$ cat src/rtl/colour_centroid_tracker.sv
// Colour-object locator: HSV window threshold, per-frame coordinate sums, sequential centroid divide.
// Optional bounding-box tracking is enabled with `define COLOUR_CENTROID_BBOX_EN.
module colour_centroid_tracker #(
  parameter int unsigned X_W       = 11,
  parameter int unsigned Y_W       = 11,
  parameter int unsigned CNT_W     = 19,
  parameter int unsigned SUM_W     = 28,
  parameter int unsigned MIN_COUNT = 64
) (
  input  logic             iCLK,
  input  logic             iRST_N,
  input  logic             iDVAL,
  input  logic [X_W-1:0]   iX,
  input  logic [Y_W-1:0]   iY,
  input  logic             iVS,
  input  logic [7:0]       iH,
  input  logic [7:0]       iS,
  input  logic [7:0]       iV,
  input  logic [7:0]       iH_LO,
  input  logic [7:0]       iH_HI,
  input  logic [7:0]       iS_MIN,
  input  logic [7:0]       iV_MIN,
  output logic             oMASK,
  output logic [X_W-1:0]   oCX,
  output logic [Y_W-1:0]   oCY,
  output logic [CNT_W-1:0] oCOUNT,
  output logic             oFOUND,
  output logic             oVALID,
  output logic             oBUSY,
  output logic             oDROP,
  output logic [X_W-1:0]   oXMIN,
  output logic [X_W-1:0]   oXMAX,
  output logic [Y_W-1:0]   oYMIN,
  output logic [Y_W-1:0]   oYMAX
);

  localparam int unsigned SUM_EW = SUM_W + 1;
  localparam int unsigned REM_EW = CNT_W + 1;
  localparam int unsigned STEP_W = $clog2(SUM_W);

  typedef enum logic [1:0] {ACCUM, DIV_X, DIV_Y, DONE} state_t;

  state_t state, next_state;

  logic              vs_q;
  logic [CNT_W-1:0]  cnt_acc;
  logic [SUM_W-1:0]  sx_acc, sy_acc;
  logic [CNT_W-1:0]  snap_cnt;
  logic [SUM_W-1:0]  snap_sy;
  logic [SUM_W-1:0]  div_quo;
  logic [CNT_W-1:0]  div_rem;
  logic [STEP_W-1:0] step;
  logic [X_W-1:0]    quot_x;

  logic              hue_ok_c, match_c, frame_end_c, last_step_c, found_c;
  logic [CNT_W-1:0]  cnt_inc_c;
  logic [SUM_EW-1:0] sx_add_c, sy_add_c;
  logic [SUM_W-1:0]  sx_inc_c, sy_inc_c;
  logic [REM_EW-1:0] rem_shift_c, rem_sub_c;
  logic              rem_ge_c;
  logic [CNT_W-1:0]  rem_next_c;
  logic [SUM_W-1:0]  quo_next_c;

  // Pixel classification; a wrapped hue window (LO > HI) covers the red end of the wheel.
  always_comb begin
    if (iH_LO <= iH_HI) hue_ok_c = (iH >= iH_LO) && (iH <= iH_HI);
    else                hue_ok_c = (iH >= iH_LO) || (iH <= iH_HI);
  end

  assign match_c     = iDVAL & hue_ok_c & (iS >= iS_MIN) & (iV >= iV_MIN);
  assign frame_end_c = vs_q & ~iVS;
  assign found_c     = cnt_acc >= CNT_W'(MIN_COUNT);
  assign last_step_c = step == STEP_W'(SUM_W - 1);

  // Saturating accumulator increments
  assign cnt_inc_c = (cnt_acc == '1) ? cnt_acc : cnt_acc + CNT_W'(1);
  assign sx_add_c  = {1'b0, sx_acc} + SUM_EW'(iX);
  assign sy_add_c  = {1'b0, sy_acc} + SUM_EW'(iY);
  assign sx_inc_c  = sx_add_c[SUM_W] ? '1 : sx_add_c[SUM_W-1:0];
  assign sy_inc_c  = sy_add_c[SUM_W] ? '1 : sy_add_c[SUM_W-1:0];

  // One restoring-division step: the quotient bit shifts in as the dividend bit shifts out.
  assign rem_shift_c = {div_rem, div_quo[SUM_W-1]};
  assign rem_ge_c    = rem_shift_c >= {1'b0, snap_cnt};
  assign rem_sub_c   = rem_shift_c - {1'b0, snap_cnt};
  assign rem_next_c  = rem_ge_c ? rem_sub_c[CNT_W-1:0] : rem_shift_c[CNT_W-1:0];
  assign quo_next_c  = {div_quo[SUM_W-2:0], rem_ge_c};

  always_ff @(posedge iCLK or negedge iRST_N) begin
    if (!iRST_N) state <= ACCUM;
    else         state <= next_state;
  end

  always_comb begin
    next_state = state;
    case (state)
      ACCUM: if (frame_end_c) next_state = found_c ? DIV_X : DONE;
      DIV_X: if (last_step_c) next_state = DIV_Y;
      DIV_Y: if (last_step_c) next_state = DONE;
      DONE:  next_state = ACCUM;
      default: next_state = ACCUM;
    endcase
  end

  // Frame accumulators; a match in the frame-end cycle opens the next frame.
  always_ff @(posedge iCLK or negedge iRST_N) begin
    if (!iRST_N) begin
      vs_q    <= 1'b1;
      cnt_acc <= '0;
      sx_acc  <= '0;
      sy_acc  <= '0;
    end else begin
      vs_q <= iVS;
      if (frame_end_c) begin
        cnt_acc <= match_c ? CNT_W'(1) : '0;
        sx_acc  <= match_c ? SUM_W'(iX) : '0;
        sy_acc  <= match_c ? SUM_W'(iY) : '0;
      end else if (match_c) begin
        cnt_acc <= cnt_inc_c;
        sx_acc  <= sx_inc_c;
        sy_acc  <= sy_inc_c;
      end
    end
  end

  // Snapshot, divider and result publication
  always_ff @(posedge iCLK or negedge iRST_N) begin
    if (!iRST_N) begin
      snap_cnt <= '0;
      snap_sy  <= '0;
      div_quo  <= '0;
      div_rem  <= '0;
      step     <= '0;
      quot_x   <= '0;
      oMASK    <= 1'b0;
      oCX      <= '0;
      oCY      <= '0;
      oCOUNT   <= '0;
      oFOUND   <= 1'b0;
      oVALID   <= 1'b0;
      oBUSY    <= 1'b0;
      oDROP    <= 1'b0;
    end else begin
      oMASK  <= match_c;
      oVALID <= 1'b0;
      oDROP  <= frame_end_c && (state != ACCUM);
      oBUSY  <= next_state != ACCUM;
      case (state)
        ACCUM: begin
          if (frame_end_c) begin
            snap_cnt <= cnt_acc;
            snap_sy  <= sy_acc;
            div_quo  <= sx_acc;
            div_rem  <= '0;
            step     <= '0;
            if (!found_c) begin
              oVALID <= 1'b1;
              oCOUNT <= cnt_acc;
              oFOUND <= 1'b0;
            end
          end
        end
        DIV_X, DIV_Y: begin
          div_quo <= quo_next_c;
          div_rem <= rem_next_c;
          step    <= step + STEP_W'(1);
          if (last_step_c) begin
            step <= '0;
            if (state == DIV_X) begin
              quot_x  <= X_W'(quo_next_c);
              div_quo <= snap_sy;
              div_rem <= '0;
            end else begin
              oVALID <= 1'b1;
              oCOUNT <= snap_cnt;
              oFOUND <= 1'b1;
              oCX    <= quot_x;
              oCY    <= Y_W'(quo_next_c);
            end
          end
        end
        default: ;
      endcase
    end
  end

`ifdef COLOUR_CENTROID_BBOX_EN
  logic [X_W-1:0] xmin_acc, xmax_acc, snap_xmin, snap_xmax;
  logic [Y_W-1:0] ymin_acc, ymax_acc, snap_ymin, snap_ymax;

  // Bounding box of matching pixels; min trackers restart at all-ones each frame.
  always_ff @(posedge iCLK or negedge iRST_N) begin
    if (!iRST_N) begin
      xmin_acc  <= '1;
      xmax_acc  <= '0;
      ymin_acc  <= '1;
      ymax_acc  <= '0;
      snap_xmin <= '0;
      snap_xmax <= '0;
      snap_ymin <= '0;
      snap_ymax <= '0;
      oXMIN     <= '0;
      oXMAX     <= '0;
      oYMIN     <= '0;
      oYMAX     <= '0;
    end else begin
      if (frame_end_c) begin
        xmin_acc <= match_c ? iX : '1;
        xmax_acc <= match_c ? iX : '0;
        ymin_acc <= match_c ? iY : '1;
        ymax_acc <= match_c ? iY : '0;
      end else if (match_c) begin
        if (iX < xmin_acc) xmin_acc <= iX;
        if (iX > xmax_acc) xmax_acc <= iX;
        if (iY < ymin_acc) ymin_acc <= iY;
        if (iY > ymax_acc) ymax_acc <= iY;
      end
      if (state == ACCUM && frame_end_c) begin
        snap_xmin <= xmin_acc;
        snap_xmax <= xmax_acc;
        snap_ymin <= ymin_acc;
        snap_ymax <= ymax_acc;
      end
      if (state == DIV_Y && last_step_c) begin
        oXMIN <= snap_xmin;
        oXMAX <= snap_xmax;
        oYMIN <= snap_ymin;
        oYMAX <= snap_ymax;
      end
    end
  end
`else
  assign oXMIN = '0;
  assign oXMAX = '0;
  assign oYMIN = '0;
  assign oYMAX = '0;
`endif

endmodule

$ cat config.mk
export PLATFORM = sky130hd
export DESIGN_NAME = colour_centroid_tracker
export DESIGN_NICKNAME = d
export VERILOG_FILES = /design/src/rtl/colour_centroid_tracker.sv
export SDC_FILE = /design/constraint.sdc
export NUM_CORES = 1
export LEC_CHECK = 0
export BUFFER_PORTS_ARGS = -buffer_cell sky130_fd_sc_hd__buf_2
export CAP_MARGIN = 25
export CORE_MARGIN = 2
export CORE_UTILIZATION = 55
export CTS_CLUSTER_DIAMETER = 150
export DETAILED_ROUTE_END_ITERATION = 7
export GPL_ROUTABILITY_DRIVEN = 0
export PLACE_DENSITY_LB_ADDON = 0.08
export SLEW_MARGIN = 30
export SYNTH_ARGS = -nofsm -noshare
export SYNTH_HDL_FRONTEND = slang
export SYNTH_SLANG_ARGS = --single-unit
$ cat constraint.sdc
create_clock -name iCLK -period 7.65 [get_ports iCLK]
set_input_delay 0.3825 -clock iCLK [delete_from_list [all_inputs] [get_ports iCLK]]
set_output_delay 0.3825 -clock iCLK [all_outputs]
set_load 0.005 [all_outputs]
==> metrics.cfg <==
[timing]
fmax_mhz=296
worst_pin_slew_ps=942
setup_viol=0
relSlewSlack_pct=37.0
tns_ps=0
slew_viol_final=0
hold_viol=0
period_needed_ps=3380
fin_crit_sh_pct=44.2
fin_worst_skew_ps=7.52
rsz0062_at_grt=false

[clock_tree]
postCtsSetupBuffers=0
clock_path_buffers=3
tritoncts=built
cts_resized=0
cts_buffers=27
htree_levels=1
clkTransAtPathRegs_ps=60
cts_root_buf=clkbuf_16
numClockSinks=234
insertion_delay_ps=530

[setup_path]
crit_buf_inv=0
cp-start-kind=flop
cp_max_fo=13
critPathTopFamily=compound AO/OA/AOI/OAI gates
worst-path-stages=10
timing.rr.start=sy_acc[0]
crit_type=flop to flop
path_cells=ha_1, fa_1, a211oi_1, o21ai_1, a2111oi_0, o21ai_1, nand3_1, nand2_1, nor4b_1, nor3_1
arrival_ps=3770
r2r-end=sy_acc[27]
cp_slowest_stage_delay_ps=580
critPathRequiredTime_ps=8040
regToRegSetupSlack_ps=4270
cp_slowest_cell=a2111oi_0
worstRegToRegCells=10
endpoint_kind=flop
cpMostUsedCell=o21ai_1

[routing]
first_pass_iters=6
vias_per_cell=5.87
vias=11514
drtIter0Drc=807
routed_wl_um=34000
drtAntennaViolNets=0
drc=0
wl_per_cell_um=17.4

[floorplan]
row_count=58
core_um2=25300
ios=172
die_area_um2=27100
die_w_um=165
die-height_um=165
initial_core_util_pct=56.2

[cells_and_area]
finalNetCount=1783
layout_commonest_cell=dfrtp_1
diodes=0
postLayoutCoreUtil_pct=62.9
syn_to_final_growth_pct=11.9
final_cell_mix=dfrtp_1 (233), nand2_1 (181), buf_2 (126), o21ai_0 (116), ha_1 (87)
drive_gt1_share_pct=17.1

[outcome]
status=finished clean

[logic_synthesis]
synth_area_um2=14200
synth-async-reset-ratio_pct=100
synth_ff_type=dfrtp_1
synth_edf_count=0
synth_cells=1517
yosysSeqAreaShare_pct=41.3
synth.avg_cell_area_um2=9.35
synth_cell_types=80
yosys_warnings=0
ys_seq_elements=234

[job]
cap_violations=0

[power]
powerDensity_nw_per_um2=183
p_leak_nw=7.92
ir_worst_vdd_mv=0.165

[min_path]
worstHoldPathType=input port to flop
hold_start=iY[6]
hold_depth=2
min_to=sy_acc[6]

[placement]
io_buffers=127
dp_hpwl_um=23200

[global_routing]
grt-ovfl-total=0
grt_pass1_vias=10903
grt_first_pass_wirelength_um=55900
grt_max_degree=105
grt_usage_pct=25.4
antenna_found_initial=0

==> metal layers <==
metal	track usage, %	up-vias	share of wire (%)
li1	-	5607	-
met1	37.7	5553	48
met2	40.3	312	45
met3	3.04	42	5.0
met4	4.98	0	1.9
met5	0	-	0
==> worst max path at each step <==
stage | slack (ps) | endpoint | startpoint
after global routing | 3910 | sy_acc[27] | sy_acc[0]
after detailed placement | 4170 | sy_acc[27] | iY[0]
after floorplan | 4780 | sy_acc[2] | iY[0]
final | 4270 | sy_acc[27] | sy_acc[0]
after CTS | 4130 | div_rem[1] | div_quo[27]
after global placement | 4200 | sy_acc[27] | iY[0]
==> power by group <==
group / switching [mW] / leakage [nW] / internal (mW) / total [mW]
logic: 0.155 / 4.33 / 0.107 / 0.262
registers: 0.0150 / 3.15 / 1.25 / 1.27
clock network: 0.531 / 0.441 / 0.846 / 1.38
==> through the flow <==
stage | power [mW] | std cells | instance area (µm²) | setup WS, ps | hold slack [ps]
after floorplan | 1.47 | 1560 | 14300 | 4780 | 86.9
after global routing | 3.01 | 1960 | 15900 | 3910 | 75.7
after global placement | 1.54 | 1908 | 14900 | 4200 | 459
after CTS | 2.93 | 1959 | 15900 | 4130 | 68.9
after detailed placement | 1.55 | 1908 | 14900 | 4170 | 465
final | 2.91 | 1960 | 15900 | 4270 | 83.0
==> repair_timing <==
action                                  4_1_cts  5_1_grt
endpoints found under the setup margin        0        0
hold endpoints to repair                    103        0
hold buffers                                  2        0
==> cells in the mapped netlist (8+ instances only) <==
cell type	number	area [µm²]
nor2_1	56	210
ha_1	88	1100
o21ai_1	28	140
a32o_1	18	180
nor4_1	12	75.1
inv_1	73	274
buf_4	49	368
nand4_1	16	100
xnor2_1	13	114
xor2_1	15	131
dfrtp_1	233	5830
nor3_1	29	145
nand3_1	69	345
nand2_1	182	683
a31oi_1	20	125
or4_1	8	60.1
o21ai_0	117	586
clkbuf_1	61	229
o31ai_1	17	128
mux2_2	58	653
o21a_1	13	97.6
a211oi_1	18	135
and3_1	18	113
a41oi_1	11	96.3
nand2b_1	29	181
nor2b_1	13	81.3
a21oi_1	57	285
a21o_1	20	150
mux2i_1	39	390
==> worst reg2reg max path, stage by stage, from the launching register on <==
cell       delay, ps
dfrtp_1          390
ha_1             240
fa_1             430
a211oi_1         310
o21ai_1          160
a2111oi_0        580
o21ai_1          220
nand3_1          450
nand2_1          110
nor4b_1          290
nor3_1            70
==> state kept, by name, indices dropped and copies added, names as in the netlist, 2 cells and up <==
signal / flops
snap_cnt: 19
oCOUNT: 19
cnt_acc: 19
step: 5
div_rem: 19
snap_sy: 28
sy_acc: 28
oCY: 11
oCX: 11
sx_acc: 28
div_quo: 28
state: 2
quot_x: 11
==> kinds of logic after synthesis <==
family          Yosys count  share of synthesized area [%]
compound gates          391                           18.1
other cells               1                         0.0264
simple gates            476                           16.5
mux                      98                           7.43
fa+ha+maj                92                           8.26
xor+xnor                 28                           1.73
buf+inv                 197                           6.62
flops                   234                           41.3
==> area by class of cell <==
class | count | area, µm²
inverter | 74 | 278
timing repair buffer | 144 | 782
fill | 2195 | 9380
clock inverter | 16 | 225
tap | 330 | 413
sequential | 234 | 5860
clock buffer | 33 | 728
multi-input combinational | 1129 | 7590
No activity file was read; power rests on OpenSTA's default activity.
